==> config.mk <==
export PLATFORM = sky130hd
export DESIGN_NAME = decode_stage
export DESIGN_NICKNAME = d
export VERILOG_FILES = /design/src/rtl/decode_stage_pkg.sv /design/src/rtl/decode_stage_lane.sv /design/src/rtl/decode_stage.sv
export SDC_FILE = /design/constraint.sdc
export NUM_CORES = 1
export LEC_CHECK = 0
export BUFFER_PORTS_ARGS = -buffer_cell sky130_fd_sc_hd__buf_2
export CAP_MARGIN = 10
export CORE_MARGIN = 4
export CORE_UTILIZATION = 45
export DETAILED_ROUTE_END_ITERATION = 16
export PLACE_DENSITY_LB_ADDON = 0.3
export SYNTH_ARGS = -nofsm -noshare
export SYNTH_HDL_FRONTEND = slang
export SYNTH_SLANG_ARGS = --single-unit
==> constraint.sdc <==
create_clock -name clk -period 10.4 [get_ports clk]
set_input_delay 3.12 -clock clk [delete_from_list [all_inputs] [get_ports clk]]
set_output_delay 3.12 -clock clk [all_outputs]
set_load 0.02 [all_outputs]
==> src/rtl/decode_stage_pkg.sv <==
// Shared RV32I decode types: control words, branch control, micro-op bundle and immediate helpers.
// Pure type/function package, no timing or flow control of its own.
package rv32i_types;

    localparam int SFO_CNT_W = 4;

    typedef enum logic [4:0] {
        UOP_NOP, UOP_ADD, UOP_SUB, UOP_SLL, UOP_SLT, UOP_SLTU, UOP_XOR, UOP_SRL,
        UOP_SRA, UOP_OR, UOP_AND, UOP_LUI, UOP_AUIPC, UOP_JAL, UOP_JALR, UOP_BR,
        UOP_LD, UOP_ST, UOP_FENCE, UOP_ECALL, UOP_EBREAK
    } uopc_e;

    typedef enum logic [1:0] {EXU_ALU, EXU_BRU, EXU_LSU, EXU_SYS} exut_e;

    typedef enum logic [2:0] {IMM_NONE, IMM_I, IMM_S, IMM_B, IMM_U, IMM_J} immt_e;

    typedef struct packed {
        logic       legal;
        uopc_e      uopc;
        exut_e      exut;
        immt_e      immt;
        logic [2:0] fn3;
        logic       rd_wen;
        logic       rs1_ren;
        logic       rs2_ren;
    } ctrl_t;

    typedef struct packed {
        logic is_br;
        logic is_jal;
        logic is_jalr;
        logic shadowable;
        logic sfb;
    } bctrl_t;

    typedef struct packed {
        ctrl_t       ctrl;
        bctrl_t      bctrl;
        logic [4:0]  rd;
        logic [4:0]  rs1;
        logic [4:0]  rs2;
        logic [31:0] packed_imm;
        logic [31:0] pc;
        logic        shadowed;
        logic        sfo_cancel;
    } decoded_uop_t;

    function automatic logic [31:0] gen_imm(input logic [31:0] ins, input immt_e t);
        case (t)
            IMM_I:   gen_imm = {{20{ins[31]}}, ins[31:20]};
            IMM_S:   gen_imm = {{20{ins[31]}}, ins[31:25], ins[11:7]};
            IMM_B:   gen_imm = {{19{ins[31]}}, ins[31], ins[7], ins[30:25], ins[11:8], 1'b0};
            IMM_U:   gen_imm = {ins[31:12], 12'b0};
            IMM_J:   gen_imm = {{11{ins[31]}}, ins[31], ins[19:12], ins[20], ins[30:21], 1'b0};
            default: gen_imm = '0;
        endcase
    endfunction

    function automatic uopc_e alu_uopc(input logic [2:0] f3, input logic alt);
        case (f3)
            3'd0:    alu_uopc = alt ? UOP_SUB : UOP_ADD;
            3'd1:    alu_uopc = UOP_SLL;
            3'd2:    alu_uopc = UOP_SLT;
            3'd3:    alu_uopc = UOP_SLTU;
            3'd4:    alu_uopc = UOP_XOR;
            3'd5:    alu_uopc = alt ? UOP_SRA : UOP_SRL;
            3'd6:    alu_uopc = UOP_OR;
            default: alu_uopc = UOP_AND;
        endcase
    endfunction

endpackage

==> src/rtl/decode_stage_lane.sv <==
// decode_lane: combinational single-instruction decoder with chained short-forward-branch shadow count.
// Zero latency, no flow control; shadow ports exist only when DECODE_SFO_EN is defined.
module decode_lane
    import rv32i_types::*;
#(
    parameter int SHADOW_MAX = 4
) (
    input  logic [31:0]          instr_i,
    input  logic [31:0]          pc_i,
`ifdef DECODE_SFO_EN
    input  logic [SFO_CNT_W-1:0] shadow_cnt_i,
    output logic [SFO_CNT_W-1:0] shadow_cnt_o,
`endif
    output decoded_uop_t         uop_o
);

    logic [6:0]  opcode;
    logic [2:0]  f3;
    logic [6:0]  f7;
    ctrl_t       ctrl;
    bctrl_t      bctrl;
    logic [31:0] imm;
    logic [29:0] len_words;
    logic        sfb;
    logic        shadowed;
    logic        cancel;

    assign opcode = instr_i[6:0];
    assign f3     = instr_i[14:12];
    assign f7     = instr_i[31:25];

    always_comb begin
        ctrl     = '0;
        bctrl    = '0;
        ctrl.fn3 = f3;
        case (opcode)
            7'b0110111: begin
                ctrl.legal = 1'b1; ctrl.uopc = UOP_LUI; ctrl.exut = EXU_ALU;
                ctrl.immt = IMM_U; ctrl.rd_wen = 1'b1;
            end
            7'b0010111: begin
                ctrl.legal = 1'b1; ctrl.uopc = UOP_AUIPC; ctrl.exut = EXU_ALU;
                ctrl.immt = IMM_U; ctrl.rd_wen = 1'b1;
            end
            7'b1101111: begin
                ctrl.legal = 1'b1; ctrl.uopc = UOP_JAL; ctrl.exut = EXU_BRU;
                ctrl.immt = IMM_J; ctrl.rd_wen = 1'b1; bctrl.is_jal = 1'b1;
            end
            7'b1100111: begin
                ctrl.legal = (f3 == 3'd0); ctrl.uopc = UOP_JALR; ctrl.exut = EXU_BRU;
                ctrl.immt = IMM_I; ctrl.rd_wen = 1'b1; ctrl.rs1_ren = 1'b1;
                bctrl.is_jalr = (f3 == 3'd0);
            end
            7'b1100011: begin
                ctrl.legal = (f3 != 3'd2) && (f3 != 3'd3); ctrl.uopc = UOP_BR;
                ctrl.exut = EXU_BRU; ctrl.immt = IMM_B;
                ctrl.rs1_ren = 1'b1; ctrl.rs2_ren = 1'b1;
                bctrl.is_br = (f3 != 3'd2) && (f3 != 3'd3);
            end
            7'b0000011: begin
                ctrl.legal = f3 inside {3'd0, 3'd1, 3'd2, 3'd4, 3'd5};
                ctrl.uopc = UOP_LD; ctrl.exut = EXU_LSU; ctrl.immt = IMM_I;
                ctrl.rd_wen = 1'b1; ctrl.rs1_ren = 1'b1;
            end
            7'b0100011: begin
                ctrl.legal = (f3 <= 3'd2); ctrl.uopc = UOP_ST; ctrl.exut = EXU_LSU;
                ctrl.immt = IMM_S; ctrl.rs1_ren = 1'b1; ctrl.rs2_ren = 1'b1;
            end
            7'b0010011: begin
                ctrl.legal = !((f3 == 3'd1) && (f7 != 7'd0)) &&
                             !((f3 == 3'd5) && (f7 != 7'd0) && (f7 != 7'b0100000));
                ctrl.uopc = alu_uopc(f3, (f3 == 3'd5) && f7[5]);
                ctrl.exut = EXU_ALU; ctrl.immt = IMM_I;
                ctrl.rd_wen = 1'b1; ctrl.rs1_ren = 1'b1;
            end
            7'b0110011: begin
                ctrl.legal = (f7 == 7'd0) ||
                             ((f7 == 7'b0100000) && ((f3 == 3'd0) || (f3 == 3'd5)));
                ctrl.uopc = alu_uopc(f3, f7[5]);
                ctrl.exut = EXU_ALU;
                ctrl.rd_wen = 1'b1; ctrl.rs1_ren = 1'b1; ctrl.rs2_ren = 1'b1;
            end
            7'b0001111: begin
                ctrl.legal = 1'b1; ctrl.uopc = UOP_FENCE; ctrl.exut = EXU_SYS;
            end
            7'b1110011: begin
                ctrl.legal = (instr_i == 32'h0000_0073) || (instr_i == 32'h0010_0073);
                ctrl.uopc  = instr_i[20] ? UOP_EBREAK : UOP_ECALL;
                ctrl.exut  = EXU_SYS;
            end
            default: ;
        endcase
        bctrl.shadowable = ctrl.legal && (ctrl.exut == EXU_ALU);
    end

    assign imm       = gen_imm(instr_i, ctrl.immt);
    assign len_words = imm[31:2] - 30'd1;
    // Short forward branch: positive offset of at least one word, shadow fits in SHADOW_MAX.
    assign sfb       = bctrl.is_br && !imm[31] && (imm[31:2] != 30'd0) &&
                       (len_words <= 30'(SHADOW_MAX));

`ifdef DECODE_SFO_EN
    always_comb begin
        shadowed     = 1'b0;
        cancel       = 1'b0;
        shadow_cnt_o = shadow_cnt_i;
        if (sfb) begin
            cancel       = (shadow_cnt_i != '0);
            shadow_cnt_o = len_words[SFO_CNT_W-1:0];
        end else if (shadow_cnt_i != '0) begin
            if (bctrl.shadowable) begin
                shadowed     = 1'b1;
                shadow_cnt_o = shadow_cnt_i - 1'b1;
            end else begin
                cancel       = 1'b1;
                shadow_cnt_o = '0;
            end
        end
    end
`else
    assign shadowed = 1'b0;
    assign cancel   = 1'b0;
`endif

    always_comb begin
        uop_o            = '0;
        uop_o.ctrl       = ctrl;
        uop_o.bctrl      = bctrl;
        uop_o.bctrl.sfb  = sfb;
        uop_o.rd         = instr_i[11:7];
        uop_o.rs1        = instr_i[19:15];
        uop_o.rs2        = instr_i[24:20];
        uop_o.packed_imm = imm;
        uop_o.pc         = pc_i;
        uop_o.shadowed   = shadowed;
        uop_o.sfo_cancel = cancel;
    end

endmodule

==> src/rtl/decode_stage.sv <==
// decode_stage: circular fetch queue feeding WIDTH chained decode lanes; push visible next cycle, no bypass.
// fetch_ready = WIDTH free entries (registered only); dec_ready pops all valid lanes; DECODE_SFO_EN adds shadow tracking.
module decode_stage
    import rv32i_types::*;
#(
    parameter int WIDTH      = 2,
    parameter int DEPTH      = 8,
    parameter int SHADOW_MAX = 4
) (
    input  logic                         clk,
    input  logic                         rst,
    input  logic                         flush,
    input  logic                         fetch_valid,
    input  logic [$clog2(WIDTH+1)-1:0]   fetch_count,
    input  logic [32*WIDTH-1:0]          fetch_instr,
    input  logic [31:0]                  fetch_pc,
    output logic                         fetch_ready,
    output logic [WIDTH-1:0]             dec_valid,
    output decoded_uop_t [WIDTH-1:0]     dec_uop,
    input  logic                         dec_ready
);

    localparam int PTR_W = $clog2(DEPTH);
    localparam int OCC_W = $clog2(DEPTH + 1);
    localparam int CNT_W = $clog2(WIDTH + 1);

    logic [31:0]      instr_mem [DEPTH];
    logic [31:0]      pc_mem    [DEPTH];
    logic [PTR_W-1:0] head_q, head_d, tail_q, tail_d;
    logic [OCC_W-1:0] occ_q, occ_d;
    logic             push, pop;
    logic [CNT_W-1:0] push_n, pop_n;

    assign fetch_ready = (OCC_W'(DEPTH) - occ_q) >= OCC_W'(WIDTH);
    assign push        = fetch_valid && fetch_ready && !flush;
    assign pop         = dec_ready && dec_valid[0];

    always_comb begin
        dec_valid = '0;
        for (int i = 0; i < WIDTH; i++) dec_valid[i] = (occ_q > OCC_W'(i));
    end

    always_comb begin
        pop_n  = '0;
        push_n = push ? fetch_count : '0;
        if (pop) pop_n = (occ_q >= OCC_W'(WIDTH)) ? CNT_W'(WIDTH) : CNT_W'(occ_q);
        head_d = head_q + PTR_W'(pop_n);
        tail_d = tail_q + PTR_W'(push_n);
        occ_d  = occ_q + OCC_W'(push_n) - OCC_W'(pop_n);
        if (flush) begin
            head_d = '0;
            tail_d = '0;
            occ_d  = '0;
        end
    end

    always_ff @(posedge clk or posedge rst) begin
        if (rst) begin
            head_q <= '0;
            tail_q <= '0;
            occ_q  <= '0;
        end else begin
            head_q <= head_d;
            tail_q <= tail_d;
            occ_q  <= occ_d;
        end
    end

    // Payload storage needs no reset: only entries below occupancy are ever observed.
    always_ff @(posedge clk) begin
        if (push) begin
            for (int i = 0; i < WIDTH; i++) begin
                if (CNT_W'(i) < fetch_count) begin
                    instr_mem[tail_q + PTR_W'(i)] <= fetch_instr[32*i +: 32];
                    pc_mem[tail_q + PTR_W'(i)]    <= fetch_pc + 32'(4 * i);
                end
            end
        end
    end

`ifdef DECODE_SFO_EN
    logic [SFO_CNT_W-1:0] shadow_cnt_q, shadow_cnt_d;
    logic [SFO_CNT_W-1:0] cnt_chain [WIDTH+1];

    assign cnt_chain[0] = shadow_cnt_q;

    always_comb begin
        shadow_cnt_d = shadow_cnt_q;
        if (flush)    shadow_cnt_d = '0;
        else if (pop) shadow_cnt_d = cnt_chain[pop_n];
    end

    always_ff @(posedge clk or posedge rst) begin
        if (rst) shadow_cnt_q <= '0;
        else     shadow_cnt_q <= shadow_cnt_d;
    end
`endif

    for (genvar g = 0; g < WIDTH; g++) begin : g_lane
        logic [PTR_W-1:0] idx;
        assign idx = head_q + PTR_W'(g);

        decode_lane #(
            .SHADOW_MAX   (SHADOW_MAX)
        ) u_lane (
            .instr_i      (instr_mem[idx]),
            .pc_i         (pc_mem[idx]),
`ifdef DECODE_SFO_EN
            .shadow_cnt_i (cnt_chain[g]),
            .shadow_cnt_o (cnt_chain[g+1]),
`endif
            .uop_o        (dec_uop[g])
        );
    end

endmodule

==> out/qor.yml, run 1 <==
hp-class: "reg -> reg"
synth.distinct_cells: 83
synth_ff_type: "edfxtp_1"
vias_per_cell: 6.006
root_buffer: "clkbuf_16"
synth_top_family_by_area: "multiplexers"
internal-power_mw: 4.771
ys_seq_area_frac: 0.4698
syn_avg_cell_area_um2: 10.76
yosysTopAreaCell: "edfxtp_1"
cpMostUsedCell: "nor4_1"
globalRoute.totalOverflow: 0
grt.total_usage: 0.2798
die_y_um: 279.9
pin_count: 312
ctsResizeCount: 0
synth_edf_count: 512
cp-end-kind: "primary output"
yosys_register_bits: 522
fin_crit_sh: 0.8611
powerDensity_mw_per_mm2: 206.5
drv_cap: 0
peakVddDrop_v: 0.0001632
syn_inst: 3090
grt_max_degree: 116
synth_compound_area_frac: 0.03152
path_buf_inv: 3
h-tree-depth: 2
core-area_mm2: 0.07308
worstPathRequired_ps: 7280
grt_pass1_vias: 24710
synth_top_area_frac: 0.4623
first_pass_iters: 5
syn2layout_area_growth_pct: 11.16
pwr-share-comb: 0.403
tightest_slew_ps: 1151
fin_tns_setup_ps: 0
slew_headroom: 0.2329
antenna_found_initial: 22
cts_inserted_buffers: 56
crit_type: "reg -> out"
synth_area_leaders: "edfxtp_1, mux4_2, nand2_1"
postRouteAntennaNets: 0
postCtsSetupRepairBufs: 0
clock_power_share: 0.264
min_period_ps: 8955
synthMuxAreaShare: 0.2052
fp.dieArea_mm2: 0.07833
cp.arrival_ps: 5840
cp-start-kind: "flop"
outcome: "finished clean"
grt_first_pass_wirelength_um: 164000
cp_top_family: "simple AND/OR/NAND/NOR gates"
worstSkewPairLatency_ps: 610
routed_wl_um: 111300
rows: 99
async_flop_share: 0.01916
synthSimpleGateAreaFrac: 0.1735
via_count: 25330
cp_max_fo: 52
cts_sinks: 522
power.share.switching: 0.3752
clock_skew_ps: 8.155
slew_viol_final: 0
rsz0062_at_grt: "no"
p_leak_nw: 13.94
critical_path.max_stage_delay_ps: 960
gp_congestion: 0.9313
p_total_mw: 7.635
worstPathCellList: "ha_4, buf_4, mux4_2, mux2i_1, inv_1, nor4_1, nand4_1, nor4_1, a31oi_1, o21ai_1, a21boi_1, buf_2"
start_util: 0.4551
clk_pin_slew_ps: 60
cp_slowest_cell: "ha_4"
cts_buffer_depth: 3
wl_per_cell_um: 26.38
synthAdderAreaFrac: 0.008050
fmax_mhz: 111.7
cts_tree: "yes"
fin_nets: 3322
route.detailed.drc: 0
power_frac_seq: 0.333
setup_viol: 0
drt_iter0_drc: 2995
syn_area_mm2: 0.03326
synth_warnings: 0
post-dp-hpwl_um: 67840
die_w_um: 279.9
switching_power_mw: 2.865
numPortBuffers: 307
finalHoldViolations: 0
hold_buffers: 0
drive_above_1_share: 0.2398
synth-xor-area-share: 0.06267
power groups by stage:
stage | Clock [mW] | Sequential (mW) | Combinational, mW
detailed placement | 0 | 2.58 | 3.07
global placement | 0 | 2.58 | 3.06
floorplan | 0 | 2.54 | 2.18
finish | 2.01 | 2.54 | 3.08
global route | 2.12 | 2.55 | 3.29
CTS | 2.03 | 2.54 | 3.08
layout make-up:
class	instances	area, um2
inverters	53	201.4
fillers	6442	36110
flip-flops and latches	522	15640
clock inverters	35	341.6
multi-input cells	2216	16200
clock buffers	67	1464
diodes	14	35.03
well taps	959	1200
repair buffers	351	1892
metal layers:
layer | part of all wire | GRT usage
met1 | 0.37 | 0.3689
met2 | 0.48 | 0.4650
met3 | 0.11 | 0.05867
met4 | 0.036 | 0.09487
met5 | 0.0010 | 0
state kept, by name, indices dropped and copies added, names as in the netlist:
name and count:
instr_mem 256, occ_q 4, pc_mem 256, head_q 3
tail_q 3
logic make-up (layout without fill, tap and decap cells):
kind of cell,Yosys count,in the layout
fa+ha+maj,19,19
mux,371,371
other cells,1,18
simple gates,1419,1419
flops,522,522
buf+inv,355,506
xor+xnor,235,235
compound gates,168,168
cells in the mapped netlist, types with 5 or more instances:
library cell and count:
nor4_1 14, mux2i_1 64, clkbuf_1 128, a21o_1 7
clkbuf_2 14, dfrtp_1 10, nor3_1 20, nand3_1 40
nand2b_1 9, or4_1 6, or2_1 5, and3_1 7
nand4_1 11, buf_4 46, a21oi_1 24, inv_1 51
or2_2 5, buf_2 52, and2_1 6, buf_6 6
xnor2_1 71, nor2b_1 9, ha_1 15, mux4_2 240
nor2_1 215, mux2_2 64, o2111ai_1 5, edfxtp_1 512
or3_1 11, o21ai_1 6, nand2_1 1036, o21ai_0 69
buf_1 56, o211ai_1 9, xor2_1 162
tightest hold or removal path: cells and delay by family (launching register included):
family / cells / cell delay, ps
DFF: 1 / 460
xor gates and xnor gates: 1 / 100
and+or+nand+nor: 1 / 70
cells in the final DEF (no fill, tap or decap), types with 12 or more instances in the layout:
cell type,netlist,final
nand2_1,1036,1036
edfxtp_1,512,512
buf_2,52,307
mux4_2,240,240
nor2_1,215,213
xor2_1,162,162
xnor2_1,71,71
mux2_2,64,64
mux2i_1,64,64
o21ai_0,69,63
clkbuf_16,0,57
inv_1,51,51
buf_4,46,42
nand3_1,40,40
a21oi_1,24,24
clkinv_1,1,20
nor3_1,20,16
diode_2,0,14
ha_1,15,14
nor4_1,14,12
worst paths after layout:
kind	slack (ps)	endpoint	cells past startpoint	start
hold / removal	670	tail_q[2]	2	tail_q[2]
min in group asynchronous	2490	head_q[2]	2	rst
setup / recovery	1440	dec_uop[185]	12	head_q[1]
setup reg to reg	5430	instr_mem[5][25]	10	occ_q[1]
hold reg to reg	670	tail_q[2]	2	tail_q[2]
max in group asynchronous	7570	head_q[1]	2	rst
per-stage QoR:
step	util	std cells	cell area (um2)	hold WS [ps]	worst slack (ps)
after floorplan	-	3093	33270	596.9	1182
after global placement	0.4807	4101	35130	651.8	2056
after detailed placement	0.4807	4101	35130	663.3	2054
after CTS	0.5054	4203	36940	676.9	1412
after global routing	0.5055	4206	36950	718.6	1032
final	0.5059	4217	36970	672.9	1445
(Power assumes the default switching activity.)
==> inputs of run 2 (changes only) <==
--- a/config.mk
+++ b/config.mk
@@ -13,4 +13,5 @@
 export PLACE_DENSITY_LB_ADDON = 0.3
 export SYNTH_ARGS = -nofsm -noshare
 export SYNTH_HDL_FRONTEND = slang
+export SYNTH_HIERARCHICAL = 1
 export SYNTH_SLANG_ARGS = --single-unit
==> out/qor.yml, run 2 <==
clock_skew_ps: 40.34  # was 8.155 ps
cp_max_fo: 64  # was 52
syn_avg_cell_area_um2: 11.24  # was 10.76 um2
grt_max_degree: 150  # was 116
fin_tns_setup_ps: 0  # unchanged
tightest_slew_ps: 1143  # was 1151 ps
pin_count: 312  # unchanged
synth.distinct_cells: 74  # was 83
wl_per_cell_um: 27.37  # was 26.38 um
cts_buffer_depth: 3  # unchanged
syn_area_mm2: 0.03418  # was 0.03326 mm2
rows: 100  # was 99
grt_first_pass_wirelength_um: 163600  # was 164000 um
fin_nets: 3175  # was 3322
cts_tree: "yes"  # unchanged
rsz0062_at_grt: "no"  # unchanged
largestRegisters: "instr_mem (256), pc_mem (256), occ_q (4)"  # unchanged
postCtsSetupRepairBufs: 0  # unchanged
postRouteAntennaNets: 0  # unchanged
fin_crit_sh: 0.8063  # was 0.8611
via_count: 25080  # was 25330
crit_type: "reg -> out"  # unchanged
drt_iter0_drc: 3138  # was 2995
grt.total_usage: 0.2703  # was 0.2798
gp_congestion: 0.8979  # was 0.9313
ys_seq_area_frac: 0.4572  # was 0.4698
antenna_found_initial: 30  # was 22
worstPathRequired_ps: 7280  # about the same
fp.dieArea_mm2: 0.08043  # was 0.07833 mm2
routed_wl_um: 111900  # was 111300 um
fmax_mhz: 119.3  # was 111.7 MHz
synth_warnings: 6  # was 0
slew_viol_final: 0  # unchanged
min_period_ps: 8385  # was 8955 ps
final_cell_mix: "nand2_1, edfxtp_1, buf_2"  # unchanged
synth_edf_count: 512  # unchanged
synth_most_common_cell: "nand2_1"  # unchanged
first_pass_iters: 6  # was 5
async_flop_share: 0.01916  # unchanged
vias_per_cell: 6.136  # was 6.006
hp-class: "reg -> reg"  # unchanged
drv_cap: 0  # unchanged
syn_inst: 3041  # was 3090
peakVddDrop_v: 0.0001571  # was 0.0001632 V
yosys_register_bits: 522  # unchanged
cp-start-kind: "flop"  # unchanged
grt_pass1_vias: 24870  # was 24710
die_y_um: 283.6  # was 279.9 um
dpl_cell_area_mm2: 0.03526  # was 0.03513 mm2
final_common_cell: "nand2_1"  # unchanged
synthTopCellsByCount: "nand2_1, edfxtp_1, mux4_2"  # unchanged
drive_above_1_share: 0.2869  # was 0.2398
slew_headroom: 0.2377  # was 0.2329
hold_slack_ps: 756.5  # was 672.9 ps
route.detailed.drc: 0  # unchanged
root_buffer: "clkbuf_16"  # unchanged
p_total_mw: 7.184  # was 7.635 mW
setup_viol: 0  # unchanged
core-area_mm2: 0.07482  # was 0.07308 mm2
syn2layout_area_growth_pct: 8.603  # was 11.16%
finalHoldViolations: 0  # unchanged
synth_ff_type: "edfxtp_1"  # unchanged
outcome: "finished clean"  # unchanged
fillers: 6504  # was 6442
die_w_um: 283.6  # was 279.9 um
powerDensity_mw_per_mm2: 193.5  # was 206.5 mW/mm2
synth_area_leaders: "edfxtp_1, mux4_2, nand2_1"  # unchanged
globalRoute.totalOverflow: 0  # unchanged
stdcell_area_mm2: 0.03712  # was 0.03697 mm2
cts_inserted_buffers: 57  # was 56
cp.arrival_ps: 5270  # was 5840 ps
ctsResizeCount: 0  # unchanged
cp-end-kind: "primary output"  # unchanged
post-dp-hpwl_um: 68200  # was 67840 um
synth_top_area_frac: 0.4498  # was 0.4623
start_util: 0.4568  # was 0.4551
yosysTopAreaCell: "edfxtp_1"  # unchanged
p_leak_nw: 13.89  # was 13.94 nW
numPortBuffers: 307  # unchanged
clk_pin_slew_ps: 60  # about the same
cts_sinks: 522  # unchanged
h-tree-depth: 2  # unchanged
hold_buffers: 0  # unchanged
worstSkewPairLatency_ps: 660  # was 610 ps
==> run 2: area by class of cell <==
cell class	instances	area (um2)	share of cell area
Antenna cell	19	47.55	0.001281
Clock buffer	81	1607	0.04328
Clock inverter	24	209.0	0.005629
Inverter	31	116.4	0.003135
Multi-Input combinational cell	2094	16430	0.4426
Sequential cell	522	15640	0.4212
Tap cell	969	1212	0.03266
Timing Repair Buffer	347	1862	0.05016
==> run 2: stage by stage <==
| stage | cells | setup WS (ps) | utilization |
|---|---|---|---|
| 2_1_floorplan | 3043 | 1693 | - |
| 3_5_place_dp | 3963 | 2672 | 0.4712 |
| 3_3_place_gp | 3963 | 2706 | 0.4712 |
| 4_1_cts | 4068 | 1995 | 0.4955 |
| 5_1_grt | 4076 | 1745 | 0.4957 |
| 6_report | 4087 | 2015 | 0.4961 |
==> run 2: logic make-up after synthesis <==
group,Yosys count,synth area share
multiplexers,386,0.2114
other,2,0.0002197
AND/OR/NAND/NOR,1297,0.1601
XOR/XNOR,241,0.06176
flip-flops,522,0.4572
adder cells (fa/ha/maj),19,0.007834
buffers and inverters,427,0.06761
AO/OA/AOI/OAI,147,0.03390
==> run 2: routing by layer <==
layer	vias up	global-route usage	share of wire
met5	-	0	0.00064
met2	1598	0.4358	0.47
met3	285	0.07325	0.12
met4	12	0.1114	0.042
met1	12540	0.3474	0.37
li1	10640	-	-
==> run 2: path summary, 6_finish.rpt <==
| kind | from | slack, ps | cells past startpoint | to |
|---|---|---|---|---|
| worst max-delay path | head_q[1] | 2010 | 9 | dec_uop[184] |
| worst min-delay path | occ_q[0] | 760 | 2 | occ_q[0] |
| worst max register to register | tail_q[0] | 5820 | 7 | pc_mem[5][8] |
| worst min register to register | occ_q[0] | 760 | 2 | occ_q[0] |
| max in group asynchronous | rst | 7390 | 2 | head_q[1] |
| min in group asynchronous | rst | 2580 | 2 | head_q[0] |
==> run 2: critical path: stages (launching register included) <==
cell	delay (ps)
dfrtp_4	990
ha_4	960
mux4_2	420
mux2_2	430
or3b_4	450
a211oi_4	740
o31ai_1	220
o2111ai_2	150
nor4b_2	70
buf_2	160
==> run 2: power by group <==
group	internal [mW]	switching, mW	leakage (nW)	total (mW)
registers	2.43	0.101	4.76	2.53
logic	1.03	1.65	8.25	2.68
clock network	1.10	0.870	0.881	1.97
